--- config.mk ---
export PLATFORM = sky130hd
export DESIGN_NAME = pipe_stage_buf
export DESIGN_NICKNAME = d
export VERILOG_FILES = /design/src/rtl/pipe_stage_buf.sv
export SDC_FILE = /design/constraint.sdc
export NUM_CORES = 1
export LEC_CHECK = 0
export ABC_AREA = 1
export BUFFER_PORTS_ARGS = -buffer_cell sky130_fd_sc_hd__buf_2
export CAP_MARGIN = 20
export CORE_ASPECT_RATIO = 1.5
export CORE_MARGIN = 2
export CORE_UTILIZATION = 40
export CTS_BUF_LIST = sky130_fd_sc_hd__clkbuf_4 sky130_fd_sc_hd__clkbuf_8 sky130_fd_sc_hd__clkbuf_16
export DETAILED_ROUTE_END_ITERATION = 6
export GPL_TIMING_DRIVEN = 0
export PLACE_DENSITY_LB_ADDON = 0.12
export SLEW_MARGIN = 20
export SYNTH_ARGS = -nofsm -noshare
export SYNTH_HDL_FRONTEND = slang
export SYNTH_SLANG_ARGS = --single-unit
export TNS_END_PERCENT = 10
--- constraint.sdc ---
create_clock -name clk -period 3.9 [get_ports clk]
set_input_delay 0.585 -clock clk [delete_from_list [all_inputs] [get_ports clk]]
set_output_delay 0.585 -clock clk [all_outputs]
set_load 0.005 [all_outputs]
--- src/rtl/pipe_stage_buf.sv ---
// Parametrised pipeline buffer with valid/ready handshake, stall, flush and a saturating hold counter.
// Define PIPE_STAGE_SKID_EN to add a skid entry (full throughput, in_ready from registered state only).
module pipe_stage_buf #(
    parameter int unsigned DATA_W = 41,
    parameter int unsigned CNT_W  = 16
) (
    input  logic              clk,
    input  logic              rst_n,
    input  logic              in_valid,
    output logic              in_ready,
    input  logic [DATA_W-1:0] in_data,
    output logic              out_valid,
    input  logic              out_ready,
    output logic [DATA_W-1:0] out_data,
    input  logic              stall,
    input  logic              flush,
    input  logic              cnt_clr,
    output logic [CNT_W-1:0]  hold_cnt,
    output logic [1:0]        occupancy
);

    typedef enum logic [1:0] {
        EMPTY = 2'd0,
        ONE   = 2'd1,
        TWO   = 2'd2
    } state_t;

    localparam logic [CNT_W-1:0] CNT_MAX = '1;

    state_t            state;
    logic [DATA_W-1:0] main_data;
    logic              main_valid;
    logic              xfer_in;
    logic              xfer_out;

    assign main_valid = (state != EMPTY);
    assign out_valid  = main_valid & ~stall & ~flush;
    assign out_data   = main_data;
    assign occupancy  = state;
    assign xfer_in    = in_valid & in_ready;
    assign xfer_out   = out_valid & out_ready;

`ifdef PIPE_STAGE_SKID_EN
    logic [DATA_W-1:0] skid_data;
    logic              skid_valid;

    // in_ready depends only on registered state: no out_ready -> in_ready path
    assign skid_valid = (state == TWO);
    assign in_ready   = ~skid_valid & ~stall & ~flush;
`else
    assign in_ready   = ~stall & ~flush & (~out_valid | out_ready);
`endif

    // Entry state, payload registers and hold counter
    always_ff @(posedge clk or negedge rst_n) begin
        if (!rst_n) begin
            state     <= EMPTY;
            main_data <= '0;
`ifdef PIPE_STAGE_SKID_EN
            skid_data <= '0;
`endif
            hold_cnt  <= '0;
        end else begin
            if (cnt_clr) begin
                hold_cnt <= '0;
            end else if (main_valid && !xfer_out && hold_cnt != CNT_MAX) begin
                hold_cnt <= hold_cnt + CNT_W'(1);
            end

            if (flush) begin
                state     <= EMPTY;
                main_data <= '0;
`ifdef PIPE_STAGE_SKID_EN
                skid_data <= '0;
`endif
            end else if (!stall) begin
                case (state)
                    EMPTY: begin
                        if (xfer_in) begin
                            main_data <= in_data;
                            state     <= ONE;
                        end
                    end
                    ONE: begin
                        if (xfer_out && xfer_in) begin
                            main_data <= in_data;
                        end else if (xfer_out) begin
                            main_data <= '0;
                            state     <= EMPTY;
                        end
`ifdef PIPE_STAGE_SKID_EN
                        else if (xfer_in) begin
                            skid_data <= in_data;
                            state     <= TWO;
                        end
`endif
                    end
`ifdef PIPE_STAGE_SKID_EN
                    TWO: begin
                        // Skid is always younger than main, so it moves up on dequeue
                        if (xfer_out) begin
                            main_data <= skid_data;
                            skid_data <= '0;
                            state     <= ONE;
                        end
                    end
`endif
                    default: begin
                        main_data <= '0;
                        state     <= EMPTY;
                    end
                endcase
            end
        end
    end

endmodule
==> qor.yml <==
sta:
  setup_slack_ns: 1.58
  clock.fmax_mhz: 430
  rsz0062_at_grt: "false"
  tightest_slew_ns: 0.744
  final-hold-violation-count: 0
  relSlewSlack_pct: 50.4
  min_period_ns: 2.32
  setup_tns_ns: 0
  min_period_over_period_pct: 59.6
  setup_viol: 0
  fin_skew_ns: 0.00392
  final-max-slew-violation-count: 0
critical_path:
  rrSetupSlack_ns: 2.00
  reg2reg_to: "hold_cnt[13]$_DFFE_PN0P_"
  r2r-start: "hold_cnt[0]$_DFFE_PN0P_"
  crit_start: "occupancy[0]$_DFFE_PN0P_"
  critical_path_required_ns: 3.31
  crit_path_end_kind: "primary output"
  cp.arrival_ns: 1.74
  cp_max_fo: 10
  worst_setup_path_start_kind: "register"
  crit_end: "in_ready"
  r2r_cells: 9
  critical_path_class: "register to primary output"
yosys:
  yosys.area_share.simple_pct: 39.8
  netlist-cell-type-count: 24
  synth_xor_area_share_pct: 1.25
  seq_area_frac_synth_pct: 51.6
  synth_compound_area_share_pct: 1.34
  yosys-mux-area-fraction_pct: 0
  netlist_area_mm2: 0.00281
  syn-num-nets: 396
  synth_top_family_by_area: "simple AND/OR/NAND/NOR gates"
  yosysWarnings: 0
  synth-seq-cells: 58
  syn_inst: 347
  synthAdderAreaFrac_pct: 0.445
  syn_avg_cell_area_um2: 8.10
die:
  core_mm2: 0.00685
  dieArea_mm2: 0.00773
  die_h_um: 107
  pin_count: 109
  start_util_pct: 41.0
  die_w_um: 72.4
  core.rowCount: 37
power_and_ir_drop:
  switchingPower_w: 0.000323
  power.density_mw_per_mm2: 354
  p_clk_share_pct: 38.1
  seqPwrFrac_pct: 50.3
  intPower_w: 0.000953
  leakage_nw: 2.06
  vdd_drop_max_mv: 0.207
  switching_share_pct: 25.3
  comb_power_share_pct: 11.6
clock_network:
  clk_pin_slew_ns: 0.06
  cts_tree: "yes"
  cts_hold_buf: 0
  cts_sinks: 58
  clk_latency_ns: 0.33
  post-cts-setup-buffers: 0
  numCtsBuffers: 9
  clockRootBuffer: "clkbuf_8"
  cts.path.max_buffers: 2
  cts_resized: 0
  htreeDepth: 3
global_route:
  grt_pass1_vias: 2704
  antenna_found_initial: 0
  grt_pass1_wl_um: 12700
  grt_max_degree: 59
  grtUsageTotal_pct: 21.1
  gr-total-overflow: 0
drt:
  vias: 2759
  routed_wl_um: 7450
  dr.pass1.iters: 4
  wl_per_cell_um: 13.7
  via_per_inst: 5.07
  ant_nets: 0
  drc: 0
  drtIter0Drc: 123
min_path:
  hp-class: "input port to async pin"
layout:
  diodes: 0
  drive_above_1_share_pct: 28.3
  fillers: 704
  finalNetCount: 513
  area_growth_pct: 28.4
placed_design:
  io_buffers: 106
  place_ws_ns: 1.66
  place.gp.congestion: 0.912
  hpwl_um: 5400
flow_run:
  maxCapViolCount: 0
run_status:
  outcome: "completed"
## cell usage after synthesis (all sizes together)
cell    number  area, µm²
buf          4       31.3
clkbuf      18       67.6
conb         1       3.75
dfrtp       58       1450
ha           1       12.5
inv         14       52.6
nand2      108        408
nand3       90        450
nand3b       2       15.0
nand4       15       93.8
nor2        22        124
nor3         2       15.0
o21ai        3       15.0
o21bai       3       22.5
or2          2       12.5
xnor2        1       8.76
xor2         3       26.3
## layer usage
layer	track usage, %	vias up	share of wire, %
met5	0	-	0
met4	10.7	0	1.9
met3	5.55	12	6.6
met2	35.3	97	52
met1	24.6	1276	40
li1	-	1374	-
## stage by stage
stage | utilization (%) | instance area, µm² | hold slack, ns | std cells | power [W]
after floorplan | - | 2810 | 0.289 | 347 | 0.000718
after global placement | 50.2 | 3440 | 0.477 | 531 | 0.000801
after detailed placement | 50.2 | 3440 | 0.481 | 531 | 0.000804
after CTS | 52.6 | 3610 | 0.337 | 544 | 0.00130
after global routing | 52.6 | 3610 | 0.383 | 544 | 0.00134
final | 52.6 | 3610 | 0.309 | 544 | 0.00128
## power groups by stage
stage / Clock [W] / Combinational (W) / Sequential (W)
2_1_floorplan: 0 / 0.0000646 / 0.000653
6_report: 0.000487 / 0.000148 / 0.000641
3_5_place_dp: 0 / 0.000152 / 0.000652
4_1_cts: 0.000505 / 0.000152 / 0.000641
3_3_place_gp: 0 / 0.000150 / 0.000651
5_1_grt: 0.000529 / 0.000168 / 0.000644
## worst min-delay path by stage
stage | slack (ns) | depth (start not counted) | end
floorplan | 0.29 | 0 | hold_cnt[0]$_DFFE_PN0P_
global placement | 0.48 | 2 | out_data[39]$_DFFE_PN0P_
detailed placement | 0.48 | 2 | out_data[39]$_DFFE_PN0P_
CTS | 0.34 | 1 | out_data[16]$_DFFE_PN0P_
global route | 0.38 | 1 | hold_cnt[9]$_DFFE_PN0P_
finish | 0.31 | 1 | hold_cnt[9]$_DFFE_PN0P_
## area by class of cell
class                   instances  area (µm²)  area share [%]
flip-flops and latches         58        1450            40.2
multi-input cells             253        1210            33.5
repair buffers                106         533            14.8
clock buffers                  13         166            4.61
plain buffers                  22        98.8            2.74
well taps                      78        97.6            2.71
inverters                      14        52.6            1.46
## registers in the layout, indices dropped and copies added, names as in the netlist
signal,count
out_data,41
hold_cnt,16
occupancy,1
## cells by family (layout without fill, tap and decap cells)
kind of cell | after synthesis | after routing
buffers and inverters | 36 | 155
other | 1 | 1
flip-flops | 58 | 58
XOR/XNOR | 4 | 4
adder cells (fa/ha/maj) | 1 | 1
AO/OA/AOI/OAI | 6 | 6
AND/OR/NAND/NOR | 241 | 241
## cell usage in the layout (no fill, tap or decap), types with 11 or more instances in the layout
cell	Yosys	routed
buf_2	1	106
clkbuf_1	18	18
clkbuf_8	0	11
dfrtp_1	58	58
inv_1	14	14
nand2_1	107	107
nand3_1	90	90
nand4_1	15	15
nor2_1	17	17
## critical path: stages (launching register included)
cell and delay [ns]:
dfrtp_1 0.39, inv_1 0.09, nor2_1 0.05, nor3_2 0.31
clkbuf_1 0.37, buf_2 0.19
Power figures use the tool's default switching activity.
